## src/rtl/adc_ltc2308_scan.sv

```systemverilog
// adc_ltc2308_scan
//   Round-robin scan controller for the LTC2308 8-channel 12-bit SPI ADC.
//   While enabled it sweeps channels 0..NUM_CH-1 and runs the ADC's pipelined
//   protocol. The config word shifted in frame n selects the channel for
//   conversion n+1, so the first frame after IDLE is a discarded priming
//   frame. Tagged results are queued in an output FIFO with a valid/ready
//   handshake and a sticky overflow flag.
//
//   Frame: CONVST(2) -> WAIT(CONV_CYCLES) -> SHIFT(24*SCK_DIV) -> GAP(2).
//
//   Optional feature macro: ADC_SCAN_AVG_EN
//     defined   : each channel is converted 2^AVG_LOG2 times and one averaged
//                 entry (sum >> AVG_LOG2) is pushed.
//     undefined : one conversion per channel per pass; AVG_LOG2 is ignored.
//
// Ports
//   clk           sole clock
//   reset_n       asynchronous active-low reset
//   enable        level, high runs continuous scanning
//   uni           UNI bit of the config word (1 = unipolar)
//   ovf_clr       one-cycle pulse clearing overflow
//   sample_valid  FIFO head valid
//   sample_ready  consumer accepts head (pop on valid & ready)
//   sample_ch     channel of head entry
//   sample_data   conversion result of head entry
//   busy          FSM not in IDLE
//   overflow      sticky, set when a sample is dropped on a full FIFO
//   adc_convst    ADC CONVST
//   adc_sck       ADC SCK
//   adc_sdi       ADC SDI (config word, MSB first)
//   adc_sdo       ADC SDO (result, MSB first)

module adc_ltc2308_scan #(
    parameter int unsigned NUM_CH      = 8,
    parameter int unsigned SCK_DIV     = 2,
    parameter int unsigned CONV_CYCLES = 80,
    parameter int unsigned FIFO_DEPTH  = 4,
    parameter int unsigned AVG_LOG2    = 0
) (
    input  logic        clk,
    input  logic        reset_n,
    input  logic        enable,
    input  logic        uni,
    input  logic        ovf_clr,
    output logic        sample_valid,
    input  logic        sample_ready,
    output logic [2:0]  sample_ch,
    output logic [11:0] sample_data,
    output logic        busy,
    output logic        overflow,
    output logic        adc_convst,
    output logic        adc_sck,
    output logic        adc_sdi,
    input  logic        adc_sdo
);

    localparam int unsigned REP_W = AVG_LOG2 + 1;
`ifdef ADC_SCAN_AVG_EN
    localparam int unsigned REPS  = 1 << AVG_LOG2;
`else
    localparam int unsigned REPS  = 1;
`endif
    localparam int unsigned PTR_W = $clog2(FIFO_DEPTH);

    typedef enum logic [2:0] {
        S_IDLE,
        S_CONVST,
        S_WAIT,
        S_SHIFT,
        S_GAP
    } state_t;

    state_t             state;
    logic               en_q;
    logic [15:0]        cnt;        // phase counter; SCK half-period counter in SHIFT
    logic [3:0]         bit_idx;
    logic [11:0]        sdi_sr;
    logic [11:0]        sdo_sr;
    logic [2:0]         cfg_ch;     // channel encoded in this frame's SDI word
    logic [REP_W-1:0]   cfg_rep;    // repetition index of cfg_ch within its group
    logic [2:0]         res_ch;     // channel whose result this frame returns
    logic               res_last;   // this frame's result completes its group
    logic               priming;
    logic [2:0]         cfg_ch_next;
    logic [11:0]        cfg_word;
    logic               push_req;
    logic [11:0]        push_data;

    assign cfg_ch_next = (cfg_ch == 3'(NUM_CH - 1)) ? 3'd0 : cfg_ch + 3'd1;
    assign cfg_word    = {1'b1, cfg_ch[0], cfg_ch[2], cfg_ch[1], uni, 1'b0, 6'b000000};
    assign busy        = (state != S_IDLE);
    assign push_req    = (state == S_GAP) && (cnt == 16'd0) && !priming && res_last;

    always_ff @(posedge clk or negedge reset_n) begin
        if (!reset_n) begin
            state      <= S_IDLE;
            en_q       <= 1'b0;
            cnt        <= '0;
            bit_idx    <= '0;
            sdi_sr     <= '0;
            sdo_sr     <= '0;
            cfg_ch     <= '0;
            cfg_rep    <= '0;
            res_ch     <= '0;
            res_last   <= 1'b0;
            priming    <= 1'b1;
            adc_convst <= 1'b0;
            adc_sck    <= 1'b0;
            adc_sdi    <= 1'b0;
        end else begin
            en_q <= enable;
            case (state)
                S_IDLE: begin
                    if (en_q) begin
                        state      <= S_CONVST;
                        adc_convst <= 1'b1;
                        cnt        <= '0;
                        priming    <= 1'b1;
                        cfg_ch     <= '0;
                        cfg_rep    <= '0;
                    end
                end
                S_CONVST: begin
                    if (cnt == 16'd1) begin
                        state      <= S_WAIT;
                        adc_convst <= 1'b0;
                        cnt        <= '0;
                    end else begin
                        cnt <= cnt + 16'd1;
                    end
                end
                S_WAIT: begin
                    if (cnt == 16'(CONV_CYCLES - 1)) begin
                        state   <= S_SHIFT;
                        cnt     <= '0;
                        bit_idx <= '0;
                        adc_sdi <= cfg_word[11];
                        sdi_sr  <= {cfg_word[10:0], 1'b0};
                    end else begin
                        cnt <= cnt + 16'd1;
                    end
                end
                S_SHIFT: begin
                    if (cnt == 16'(SCK_DIV - 1)) begin
                        cnt <= '0;
                        if (!adc_sck) begin
                            // rising SCK: capture SDO on the same clk edge
                            adc_sck <= 1'b1;
                            sdo_sr  <= {sdo_sr[10:0], adc_sdo};
                        end else if (bit_idx == 4'd11) begin
                            adc_sck <= 1'b0;
                            adc_sdi <= 1'b0;
                            state   <= S_GAP;
                        end else begin
                            // falling SCK: present next SDI bit for the low phase
                            adc_sck <= 1'b0;
                            adc_sdi <= sdi_sr[11];
                            sdi_sr  <= {sdi_sr[10:0], 1'b0};
                            bit_idx <= bit_idx + 4'd1;
                        end
                    end else begin
                        cnt <= cnt + 16'd1;
                    end
                end
                S_GAP: begin
                    if (cnt == 16'd0) begin
                        cnt <= 16'd1;
                    end else begin
                        cnt <= '0;
                        if (en_q) begin
                            state      <= S_CONVST;
                            adc_convst <= 1'b1;
                            priming    <= 1'b0;
                            res_ch     <= cfg_ch;
                            res_last   <= (cfg_rep == REP_W'(REPS - 1));
                            if (cfg_rep == REP_W'(REPS - 1)) begin
                                cfg_rep <= '0;
                                cfg_ch  <= cfg_ch_next;
                            end else begin
                                cfg_rep <= cfg_rep + REP_W'(1);
                            end
                        end else begin
                            state   <= S_IDLE;
                            priming <= 1'b1;
                            cfg_ch  <= '0;
                            cfg_rep <= '0;
                        end
                    end
                end
                default: state <= S_IDLE;
            endcase
        end
    end

`ifdef ADC_SCAN_AVG_EN
    localparam int unsigned ACC_W = 12 + AVG_LOG2;

    logic             res_first;
    logic [ACC_W-1:0] acc;
    logic [ACC_W-1:0] acc_sum;

    assign acc_sum   = res_first ? ACC_W'(sdo_sr) : acc + ACC_W'(sdo_sr);
    assign push_data = acc_sum[AVG_LOG2 +: 12];

    // A re-enable restarts at cfg_rep 0, so a partial group's sum is dropped.
    always_ff @(posedge clk or negedge reset_n) begin
        if (!reset_n) begin
            res_first <= 1'b0;
            acc       <= '0;
        end else begin
            if (state == S_GAP && cnt == 16'd1 && en_q)
                res_first <= (cfg_rep == '0);
            if (state == S_GAP && cnt == 16'd0 && !priming)
                acc <= acc_sum;
        end
    end
`else
    assign push_data = sdo_sr;
`endif

    // Output FIFO
    logic [14:0]    mem [FIFO_DEPTH];
    logic [PTR_W:0] wr_ptr;
    logic [PTR_W:0] rd_ptr;
    logic [PTR_W:0] fill;
    logic           full;
    logic           pop;
    logic           push_ok;
    logic           drop;

    assign fill         = wr_ptr - rd_ptr;
    assign full         = (fill == (PTR_W + 1)'(FIFO_DEPTH));
    assign sample_valid = (fill != '0);
    assign pop          = sample_valid && sample_ready;
    // a pop frees the slot in the same cycle, so push into a full FIFO is allowed then
    assign push_ok      = push_req && (!full || pop);
    assign drop         = push_req && full && !pop;
    assign {sample_ch, sample_data} = mem[rd_ptr[PTR_W-1:0]];

    always_ff @(posedge clk or negedge reset_n) begin
        if (!reset_n) begin
            wr_ptr   <= '0;
            rd_ptr   <= '0;
            overflow <= 1'b0;
            for (int unsigned i = 0; i < FIFO_DEPTH; i++)
                mem[i] <= '0;
        end else begin
            if (push_ok) begin
                mem[wr_ptr[PTR_W-1:0]] <= {res_ch, push_data};
                wr_ptr                 <= wr_ptr + (PTR_W + 1)'(1);
            end
            if (pop)
                rd_ptr <= rd_ptr + (PTR_W + 1)'(1);
            if (drop)
                overflow <= 1'b1;
            else if (ovf_clr)
                overflow <= 1'b0;
        end
    end

endmodule
```

## config.mk

```make
export PLATFORM = sky130hd
export DESIGN_NAME = adc_ltc2308_scan
export DESIGN_NICKNAME = d
export VERILOG_FILES = /design/src/rtl/adc_ltc2308_scan.sv
export SDC_FILE = /design/constraint.sdc
export NUM_CORES = 1
export LEC_CHECK = 0
export CORE_MARGIN = 1.5
export CORE_UTILIZATION = 54
export CTS_CLUSTER_DIAMETER = 30
export DETAILED_ROUTE_END_ITERATION = 7
export PLACE_DENSITY = 0.87
export SYNTH_ARGS = -nofsm -noshare
export SYNTH_HDL_FRONTEND = slang
export SYNTH_SLANG_ARGS = --single-unit
```

## constraint.sdc

```tcl
create_clock -name clk -period 2.8 [get_ports clk]
set_clock_uncertainty 0.15 [all_clocks]
set_input_delay 0.56 -clock clk [delete_from_list [all_inputs] [get_ports clk]]
set_output_delay 0.56 -clock clk [all_outputs]
set_load 0.005 [all_outputs]
```

# == Word level (Yosys, flattened, before mapping) ==
# Index checks and enable logic that the tools add are counted.
# totals
ff_bits,127
latch_bits,0
ram_bits,0
romBits,0
in_bits,7
out_inout_bits,21
word_cells,143
n_memories,0
# op_classes
add_sub_neg,7
multipliers,0
n_div,0
order_cmp,3
n_eq_ne,18
shift,0
n_mux,57
bitwise_logic,5
reduce_logical,32
# ops
operator,n
one-hot mux 16 bit (4 select lines),1
bitwise mux 60 bit,1
two-way mux 12 bit,4
two-way mux 16 bit,3
two-way mux 15 bit,3
two-way mux 3 bit,12
binary-select mux 15 bit (select 2 bit),1
demux 15 bit (select 2 bit),1
one-hot mux 12 bit (2 select lines),1
two-way mux 1 bit,19
adder 16 x 1 -> 16 bit (second input constant),1
== test 16 x 1 -> 1 bit (second input constant),1
== test 16 x 7 -> 1 bit (second input constant),1
logical NOT 16 bit,1
two-way mux 4 bit,4
inequality test 2 bit (second input constant),8
one-hot mux 3 bit (5 select lines),1
AND reduction 3 bit,4
adder 3 x 1 -> 3 bit (second input constant),3
== test 3 bit (second input constant),3
nonzero test 3 bit,3
logical AND 1 bit,8
one-hot mux 4 bit (2 select lines),1
AND reduction 4 bit,2
other kinds (23),35

# == Depth between registers and ports, before layout ==
# Gate-level depths: netlist of run 1.
# logic_depth
ltp_word,7
ltp_mapped,10

# == Least setup slack after synthesis of run 1 ==
# No wires, ideal clock.
# synth_timing
path_type,register to register
startpoint,register rd_ptr[1]
endpoint,register mem[10] in the netlist's numbering
t_arrival_ns,2.752
setup_slack_ns,-0.227
stages_incl_launch_ff,11
n_path_buf,3
period_less_slack_ns,3.027
path_cell_list,dfrtp_1 -> clkbuf_1 -> buf_1 -> inv_1 -> ha_1 -> nor2b_1 -> xnor2_1 -> a2111oi_4 -> nand2_4 -> buf_6 -> mux2_4
# synth_via
elab_chain_cells,5
word_cells_on_any_way,7
cone_classes,add/sub (1); eq/ne (1); reduce/logical (5)
# synth_lines
item,line,source
start: declaration,224,logic [PTR_W:0] rd_ptr;
start signal: assignment,253,rd_ptr <= rd_ptr + (PTR_W + 1)'(1);
subtractor 3 bit (*),231,assign fill = wr_ptr - rd_ptr;
== test 3 bit / nonzero test 3 bit (equally long branches),"232, 233",
logical NOT 1 bit / logical AND 1 bit (equally long branches),"236, 234",
logical OR 1 bit (*),236,assign push_ok = push_req && (!full || pop);
logical AND 1 bit (*),236,
end signal: indexed assignment,249,"mem[wr_ptr[PTR_W-1:0]] <= {res_ch, push_data};"
end: declaration,222,logic [14:0] mem [FIFO_DEPTH];
# Every way passes the cells marked *; elsewhere a longest branch is shown, timed or not.
# A chain may end at the register's enable or synchronous reset.

# == Worst setup path after layout of run 1 ==
# layout_timing
startpoint,register rd_ptr[0]
endpoint,output sample_valid
# layout_via
elab_chain_cells,2
# layout_lines
item,line,source
subtractor 3 bit,231,
nonzero test 3 bit,233,assign sample_valid = (fill != '0);
end: declaration,45,"output logic sample_valid,"
# Every way passes these cells.

==> metrics.log, run 1 <==
INFO  metric post_synth_mux_area_share = 24.17%
INFO  metric dieArea = 11,310 um2
INFO  metric cts.path.max_buffers = 2
INFO  metric seq_area_frac_synth = 51.23%
INFO  metric antenna_found_initial = 0
INFO  metric placeableCoreArea = 10,320 um2
INFO  metric io_pins = 28
INFO  metric largest_net_degree_at_the_start_of_global_routing = 50
INFO  metric ff2ff_setup_slack = 0.22 ns
INFO  metric drtPass1Iterations = 4
INFO  metric synthesis.instances = 429
INFO  metric viasPerCell = 5.683
INFO  metric worst_setup_path_start_kind = register
INFO  metric dpl.hpwl = 7126 um
INFO  metric worstPathArrival = 2.02 ns
INFO  metric ys.flop_type = dfrtp_1
INFO  metric final-setup-viol-count = 0
INFO  metric synthesis.area = 5767 um2
INFO  metric ys_types = 50
INFO  metric clock.fmax = 0.3660 GHz
INFO  metric first_global_vias = 3,800
INFO  metric synth_compound_gate_area_share = 4.578%
INFO  metric cts.sink_count = 118
INFO  metric yosysTopAreaCellShare = 50.77%
INFO  metric grt_first_pass_wirelength = 19,060 um
INFO  metric crit_path_start = rd_ptr[0]
INFO  metric synth-seq-cells = 118
INFO  metric detailroute.via_count = 3,569
INFO  metric final.period_utilization = 97.58%
INFO  metric post_synth_xor_area_fraction = 3.038%
INFO  metric synth-simple-area-share = 11.39%
INFO  metric crit-reg2reg-capture = state[1]
INFO  metric die-height = 106.3 um
INFO  metric initial_core_util = 55.86%
INFO  metric route.detailed.wl_per_inst = 18.08 um
INFO  metric synthesis.yosys.warnings = 0
INFO  metric number_of_flops_mapped_to_enable_cells_by_yosys = 0
INFO  metric critPathRequiredTime = 2.09 ns
INFO  metric grt.total_usage = 22.13%
INFO  metric wirelength = 11,350 um
INFO  metric drtIter0Drc = 162
INFO  metric yosys.area_share.adder = 2.821%
INFO  metric core.rowCount = 37
INFO  metric crit_path_category = reg -> out
INFO  metric max_cap_viol_count = 0
INFO  metric power.density = 822.7 nW/um2
INFO  metric fp.dieW = 106.3 um
INFO  metric fin_cells = 628
INFO  metric hold_class = in -> reg
INFO  metric clock_tree_root = clkbuf_8
INFO  metric fin_tns_setup = 0 ns
INFO  metric outcome = finished clean
INFO  metric rsz0062_at_grt = false
INFO  metric worst-slew-pin-transition = 0.7262 ns
INFO  metric yosys-top-cells-area = dfrtp_1 (51%), mux2_4 (10%), mux2_2 (7.8%)
INFO  metric num-nets-final = 503
INFO  metric timing_max_transition_violations_final = 0
INFO  metric worstRegToRegCells = 7
INFO  metric post_layout_minimum_cycle_time = 2.732 ns
INFO  metric syn2layout_area_growth = 19.42%
INFO  metric port-buffer-count = 27
INFO  metric cts-buffers-inserted = 17
INFO  metric cts_max_level = 4
INFO  metric hold_violations = 0
INFO  metric synth_top_cell_by_area = dfrtp_1
INFO  metric cts.clk_slew.worst_paths = 0.06 ns
INFO  metric critical_path.max_fanout = 4
INFO  metric routabilityCongestion = 0.8274
INFO  metric endpoint = sample_valid
INFO  metric syn_area_per_cell = 13.44 um2
INFO  metric synth.cells.most_frequent = dfrtp_1 (117), mux2_2 (40), mux2_4 (39)
INFO  metric postSynth.asyncResetShare = 100.0%
INFO  metric worstSetupEndpointType = output pin
INFO  metric grt-ovfl-total = 0
INFO  metric layout-drive-gt1-share = 33.33%
INFO  metric synth_top_family_by_area = multiplexers
INFO  metric number_of_nets_in_the_synthesized_netlist = 449
INFO  metric detail_route.drc_violations = 0
INFO  metric drtAntennaViolNets = 0
INFO  metric worst_r2r_startpoint = cnt[1]
INFO  metric dp_cells = 585
INFO  metric power.leakage = 0.003521 uW
INFO  metric tritoncts = done
INFO  metric total_power = 5666 uW
INFO  metric antennaDiodeCount = 0
INFO  metric synth_most_common_cell = dfrtp_1
INFO  metric slew_headroom = 51.59%
INFO  metric clk_latency = 0.52 ns
INFO  metric ir_worst_vdd = 0.6190 mV
worst min path at each step:
stage / from / to / depth (start not counted)
4_1_cts: enable / en_q / 1
2_1_floorplan: reset_n / adc_convst / 0
3_3_place_gp: res_last / res_last / 1
6_report: enable / en_q / 1
3_5_place_dp: res_last / res_last / 1
5_1_grt: enable / en_q / 1
kinds of logic after synthesis:
| group | after synthesis |
|---|---|
| compound gates | 37 |
| xor+xnor | 20 |
| fa+ha+maj | 13 |
| buf+inv | 32 |
| flops | 118 |
| mux | 96 |
| simple gates | 113 |
critical path: stages (launching register included):
cell and delay, ns:
dfrtp_2 0.45, ha_2 0.19, nor2b_2 0.16, xnor2_2 0.17
or2_4 0.26, dlygate4sd2_1 0.27
power breakdown:
part	internal, uW	switching [uW]
sequential	1880	229
combinational	772	781
clock	1300	709
total	3950	1720
flip-flops by register name (all words and copies together), names as in the netlist:
| register | count |
|---|---|
| mem | 60 |
| cnt | 16 |
| push_data | 12 |
| bit_idx | 4 |
| sdi_sr | 4 |
| cfg_ch | 3 |
| rd_ptr | 3 |
| res_ch | 3 |
| state | 3 |
| wr_ptr | 3 |
| adc_convst | 1 |
| adc_sck | 1 |
| adc_sdi | 1 |
| en_q | 1 |
| overflow | 1 |
| priming | 1 |
| res_last | 1 |
placed cells by master, fill, tap and decap left out, types with 3 or more instances in the layout:
master	count
nand2_4	4
nor4_1	3
nor3_1	9
nor2_1	23
dlygate4sd2_1	8
ha_1	12
a22o_1	3
nand3_1	13
a21oi_1	7
and4_1	7
xnor2_1	17
o21ai_0	7
clkbuf_16	16
dfrtp_1	116
nand2_1	27
clkbuf_8	7
a21o_1	3
a31oi_1	3
and2_1	3
clkdlybuf4s50_1	11
mux4_2	15
nand2b_1	4
o22ai_1	4
mux2_2	40
mux2_4	39
buf_4	21
inv_1	14
dlymetal6s2s_1	6
routing by layer:
layer / global-route usage (%) / vias up / part of all wire (%)
met5: 0 / - / 0
met4: 8.591 / 0 / 1.9
met3: 6.131 / 21 / 4.8
met2: 35.76 / 98 / 51
met1: 28.37 / 1791 / 43
li1: - / 1659 / -
cell type report:
cell class	count	area, um2
Multi-Input combinational cell	279	2668
Inverter	15	56.30
Timing Repair Buffer	52	490.5
Clock inverter	3	42.54
Tap cell	136	170.2
Fill cell	675	3437
Clock buffer	25	504.2
Sequential cell	118	2955
through the flow:
| step | cell area (um2) | hold slack (ns) | utilization [%] | setup WS (ns) |
|---|---|---|---|---|
| finish | 6887 | 0.3373 | 66.71 | 0.06776 |
| global route | 6887 | 0.3141 | 66.71 | 0.003695 |
| CTS | 6804 | 0.3179 | 65.91 | 0.00007883 |
| detailed placement | 6188 | 0.3287 | 59.94 | 0.1540 |
| global placement | 6188 | 0.2999 | 59.94 | 0.2528 |
| floorplan | 5772 | 0.1144 | - | 0.006042 |
timing repair:
action,CTS,global route
hold buffers,1,0
hold endpoints to repair,45,0
pin swaps,0,1
setup endpoints to repair,16,8
gates resized for setup,18,9
setup buffers,5,8
cloned,1,0
No activity file was read; power rests on OpenSTA's default activity.
==> inputs of run 2 (changes only) <==
--- a/config.mk
+++ b/config.mk
@@ -10,6 +10,7 @@
 export CTS_CLUSTER_DIAMETER = 30
 export DETAILED_ROUTE_END_ITERATION = 7
 export PLACE_DENSITY = 0.87
+export RECOVER_POWER = 25
 export SYNTH_ARGS = -nofsm -noshare
 export SYNTH_HDL_FRONTEND = slang
 export SYNTH_SLANG_ARGS = --single-unit
==> run 2 against run 1 <==
  * Final cell count unchanged
  * Combinational power about the same
  * Non-clock buffer count unchanged
  * Total power about the same
  * Critical path depth unchanged
  * First-iteration DRC count up 5.6%
  * Critical path type unchanged
==> metrics.log, run 2 (synthesized netlist as in run 1, its figures left out) <==
INFO  metric wirelength = 11,360 um (was 11,350 um)
INFO  metric fp.dieW = 106.3 um (unchanged)
INFO  metric crit_path_category = reg -> out (unchanged)
INFO  metric drtAntennaViolNets = 0 (unchanged)
INFO  metric ff2ff_setup_slack = 0.21 ns (was 0.22 ns)
INFO  metric worstRegToRegCells = 8 (was 7)
INFO  metric worst-slew-pin-transition = 1.162 ns (was 0.7262 ns)
INFO  metric num-nets-final = 503 (unchanged)
INFO  metric route.detailed.wl_per_inst = 18.08 um (about the same)
INFO  metric antenna_found_initial = 0 (unchanged)
INFO  metric timing.critical_path.buf_inv = 1 (unchanged)
INFO  metric worst_setup_path_start_kind = register (unchanged)
INFO  metric layout_commonest_cell = dfrtp_1 (unchanged)
INFO  metric largest_register_ffs = 60 (unchanged)
INFO  metric dpl.hpwl = 7126 um (unchanged)
INFO  metric drtIter0Drc = 171 (was 162)
INFO  metric register_ranked_first_by_flip_flop_count = mem (unchanged)
INFO  metric antennaDiodeCount = 0 (unchanged)
INFO  metric placeableCoreArea = 10,320 um2 (unchanged)
INFO  metric worstPathArrival = 2.02 ns (about the same)
INFO  metric max_cap_viol_count = 0 (unchanged)
INFO  metric fin_tns_setup = 0 ns (unchanged)
INFO  metric cts_max_level = 4 (unchanged)
INFO  metric cts.path.max_buffers = 2 (unchanged)
INFO  metric crit-reg2reg-capture = push_data[8] (was state[1])
INFO  metric routabilityCongestion = 0.8274 (unchanged)
INFO  metric critical_path.max_fanout = 4 (unchanged)
INFO  metric port-buffer-count = 27 (unchanged)
INFO  metric drtPass1Iterations = 4 (unchanged)
INFO  metric hold_violations = 0 (unchanged)
INFO  metric first_global_vias = 3,800 (unchanged)
INFO  metric grt.total_usage = 22.13% (unchanged)
INFO  metric timing.critical_path.cells = ha_2, nor2b_2, xnor2_2, or2_4, dlygate4sd2_1 (unchanged)
INFO  metric viasPerCell = 5.680 (was 5.683)
INFO  metric dieArea = 11,310 um2 (unchanged)
INFO  metric outcome = finished clean (unchanged)
INFO  metric timing_max_transition_violations_final = 0 (unchanged)
INFO  metric power.leakage = 0.003516 uW (was 0.003521 uW)
INFO  metric critical-path-max-stage-delay = 0.45 ns (about the same)
INFO  metric grt-ovfl-total = 0 (unchanged)
INFO  metric layout-drive-gt1-share = 33.33% (unchanged)
INFO  metric ir_worst_vdd = 0.6164 mV (was 0.6190 mV)
INFO  metric post_layout_minimum_cycle_time = 2.734 ns (was 2.732 ns)
INFO  metric final-setup-viol-count = 0 (unchanged)
INFO  metric rsz0062_at_grt = false (unchanged)
INFO  metric power.density = 824.1 nW/um2 (was 822.7 nW/um2)
INFO  metric largest_net_degree_at_the_start_of_global_routing = 50 (unchanged)
INFO  metric die-height = 106.3 um (unchanged)
INFO  metric cts.sink_count = 118 (unchanged)
INFO  metric critPathTopFamily = flip-flops (unchanged)
INFO  metric detail_route.drc_violations = 0 (unchanged)
INFO  metric mostFrequentLayoutCells = dfrtp_1 (116), mux2_2 (40), mux2_4 (39) (unchanged)
INFO  metric crit_path_start = rd_ptr[0] (unchanged)
INFO  metric worst_r2r_startpoint = cnt[1] (unchanged)
INFO  metric slew_headroom = 22.50% (was 51.59%)
INFO  metric clock_tree_root = clkbuf_8 (unchanged)
INFO  metric worstSetupEndpointType = output pin (unchanged)
INFO  metric initial_core_util = 55.86% (unchanged)
INFO  metric tritoncts = done (unchanged)
INFO  metric crit_cells = 5 (unchanged)
INFO  metric clk_latency = 0.52 ns (about the same)
INFO  metric detailroute.via_count = 3,567 (was 3,569)
INFO  metric cts.clk_slew.worst_paths = 0.06 ns (about the same)
INFO  metric syn2layout_area_growth = 19.16% (was 19.42%)
INFO  metric final.period_utilization = 97.64% (was 97.58%)
INFO  metric clock.fmax = 0.3658 GHz (was 0.3660 GHz)
INFO  metric crit_slowest_cell = dfrtp_2 (unchanged)
INFO  metric critPathRequiredTime = 2.09 ns (about the same)
INFO  metric grt_first_pass_wirelength = 19,060 um (unchanged)
INFO  metric core.rowCount = 37 (unchanged)
INFO  metric hold_class = reg -> reg (was in -> reg)
INFO  metric endpoint = sample_valid (unchanged)
INFO  metric final_core_utilization = 66.56% (was 66.71%)
INFO  metric io_pins = 28 (unchanged)
INFO  metric cts-buffers-inserted = 17 (unchanged)
## run 2: worst min-delay path by stage
| stage | startpoint | slack [ns] | endpoint | cells after the start |
|---|---|---|---|---|
| after floorplan | reset_n | 0.11 | adc_convst | 0 |
| after global placement | res_last | 0.30 | res_last | 1 |
| after detailed placement | res_last | 0.33 | res_last | 1 |
| after CTS | enable | 0.32 | en_q | 1 |
| after global routing | res_last | 0.37 | res_last | 1 |
| final | res_last | 0.34 | res_last | 1 |
## run 2: power breakdown
group	internal [uW]	switching, uW	total [uW]
Combinational	769	782	1550
Sequential	1880	229	2110
Clock	1300	708	2000
Total	3940	1720	5660
## run 2: layout make-up
cell class	instances	area, um2
well taps	136	170.2
clock buffers	25	504.2
multi-input cells	279	2668
inverters	15	56.30
fillers	678	3452
repair buffers	52	475.5
clock inverters	3	42.54
flip-flops and latches	118	2955
## run 2: stage by stage
step                      power [uW]  area [um2]  setup WS [ns]  instances  hold slack, ns
after floorplan                 3041        5772       0.006042        429          0.1144
after detailed placement        3491        6188         0.1540        585          0.3287
after CTS                       5616        6804     0.00007883        620          0.3179
final                           5663        6872        0.06611        628          0.3447
after global routing            5964        6872       0.003695        628          0.3657
after global placement          3431        6188         0.2528        585          0.2999
## run 2: metal layers
layer / GRT usage, % / share of wire [%] / up-vias
li1: - / - / 1654
met1: 28.37 / 44 / 1815
met2: 35.76 / 51 / 75
met3: 6.131 / 3.9 / 23
met4: 8.591 / 2.0 / 0
met5: 0 / 0 / -
## run 2: what timing repair did
| action | 4_1_cts | 5_1_grt |
|---|---|---|
| buffers inserted | 5 | 8 |
| resized for setup | 18 | 9 |
| gates cloned | 1 | 0 |
| setup endpoints to repair | 16 | 8 |
| hold buffers | 1 | 0 |
| pin swaps | 0 | 1 |
| hold endpoints to repair | 45 | 0 |
==> variant, RTL diff (config.mk and constraints of run 1) <==
Change the parameter `FIFO_DEPTH` from 4 to 8.
--- a/src/rtl/adc_ltc2308_scan.sv
+++ b/src/rtl/adc_ltc2308_scan.sv
@@ -34,7 +34,7 @@
     parameter int unsigned NUM_CH      = 8,
     parameter int unsigned SCK_DIV     = 2,
     parameter int unsigned CONV_CYCLES = 80,
-    parameter int unsigned FIFO_DEPTH  = 4,
+    parameter int unsigned FIFO_DEPTH  = 8,
     parameter int unsigned AVG_LOG2    = 0
 ) (
     input  logic        clk,
Behaviour: no difference found for any inputs over 10 cycles, from zero or initial values and one cycle with reset_n low; that may be too few to reach the edited logic, so the function may still have changed.
==> variant against run 1 <==
  * The run now ends with setup timing left
  * Critical path depth grew 2
  * Synthesized area grew 48%
  * Wire length rose by 83%
  * Cell area is 55% higher
  * Power grew 35%
  * Cell count increased by 52%
  * Sequential cell count rose by 62
  * Setup slack lost 210 ps
  * Largest cell class unchanged
==> variant: results (changes against run 1) <==
* Outcome: complete, but fails checks (was finished clean)
* Failing checks: setup timing
* Worst hold path class: reg2reg (was in2reg)
* First-pass GRT wire length at 32530 µm (was 19060 µm)
* Resized cells post-CTS at 45 (was 18)
* Maximum fanout along the worst path at 6 (was 4)
* Proportion of layout cells with a drive suffix above 1 at 0.4357 (was 0.3333)
* Post-synthesis mux area share at 0.2683 (was 0.2417)
* DRT Pass-1 Iters at 5 (was 4)
* Setup ws final at -141.4 ps (was 67.76 ps)
* Final wirelength at 20770 µm (was 11350 µm)
* Worst Hold End: sdi_sr[10] (was en_q)
* Sequential area share after synthesis at 0.5262 (was 0.5123)
* Number of distinct library cells after synthesis at 55 (was 50)
* Launching point of the worst reg2reg path: wr_ptr[2] (was cnt[1])
* Largest net degree at the start of global routing at 59 (was 50)
* Arr. time, crit path at 2230 ps (was 2020 ps)
* LEAKAGE at 0.005297 µW (was 0.003521 µW)
* Critical R2R Capture: mem[37] (was state[1])
* WL met2 at 11170 µm (was 5746 µm)
* Hold path start: sdi_sr[10] (was enable)
* Hold Crit Depth at 2 (was 1)
* GR Layer Usage met3 at 0.05946 (was 0.06131)
* CTS root buf: clkbuf_16 (was clkbuf_8)
* Largest cells by area after synthesis: dfrtp_1 (52%), mux2_2 (15%), mux4_2 (7.9%) (was dfrtp_1 (51%), mux2_4 (10%), mux2_2 (7.8%))
* Syn Nets at 657 (was 449)
* Setup-failing EPs final at 54 (was 0)
* Switching power total at 2435 µW (was 1719 µW)
* Synth Area in XOR/XNOR at 0.02733 (was 0.03038)
* Compound-Gate Fraction of Synth Area at 0.02601 (was 0.04578)
* Post-synth top cells: dfrtp_1 (179), mux2_2 (113), nand2_1 (76) (was dfrtp_1 (117), mux2_2 (40), mux2_4 (39))
* Post-synthesis adder-cell area fraction at 0.01461 (was 0.02821)
* Fin Setup TNS at -2669 ps (was 0 ps)
* NumNets Final at 750 (was 503)
* Setup Fix Bufs, Post-CTS at 14 (was 5)
[variant: cell types whose count changed in the layout (fill, tap and decap cells not counted), moves of 6 or more]
cell,before,now
mux4_2,15,30
buf_12,1,14
mux2_2,40,78
xor2_1,2,11
buf_4,21,57
o21ai_0,7,20
nand4_1,2,10
nand2_1,27,73
buf_6,2,10
mux2_4,39,60
inv_1,14,8
dfrtp_1,116,178
[variant: worst max-delay path by stage]
stage,cells after the start,endpoint,from
floorplan,12,mem[35],rd_ptr[2]
global placement,5,mem[52],sample_ready
detailed placement,5,mem[59],sample_ready
CTS,6,sample_data[2],rd_ptr[0]
global route,7,sample_data[8],rd_ptr[0]
finish,7,sample_data[8],rd_ptr[0]
[variant: critical path, stage by stage, from the launching register on]
cell and delay, ps:
dfrtp_2 380, buf_8 120, buf_4 160, buf_16 140, mux4_2 550, nand2_2 120, nand2_1 70, dlygate4sd2_1 260
[variant: cell type report]
cell class / instances / area (µm²) / share of cell area
clock inverter: 12 / 142.6 / 0.01333
clock buffer: 20 / 456.7 / 0.04269
multi-input combinational: 410 / 4074 / 0.3808
timing repair buffer: 114 / 1212 / 0.1133
inverter: 10 / 42.54 / 0.003976
tap: 211 / 264.0 / 0.02468
sequential: 180 / 4507 / 0.4212
[variant: through the flow]
| stage | util | setup slack [ps] | std cells | total power, µW |
|---|---|---|---|---|
| 5_1_grt | 0.6961 | -189.5 | 957 | 8000 |
| 3_3_place_gp | 0.6265 | -169.0 | 899 | 4760 |
| 6_report | 0.6961 | -141.4 | 957 | 7663 |
| 3_5_place_dp | 0.6265 | -274.0 | 899 | 4849 |
| 2_1_floorplan | - | -178.4 | 640 | 4207 |
| 4_1_cts | 0.6857 | -189.2 | 950 | 7555 |
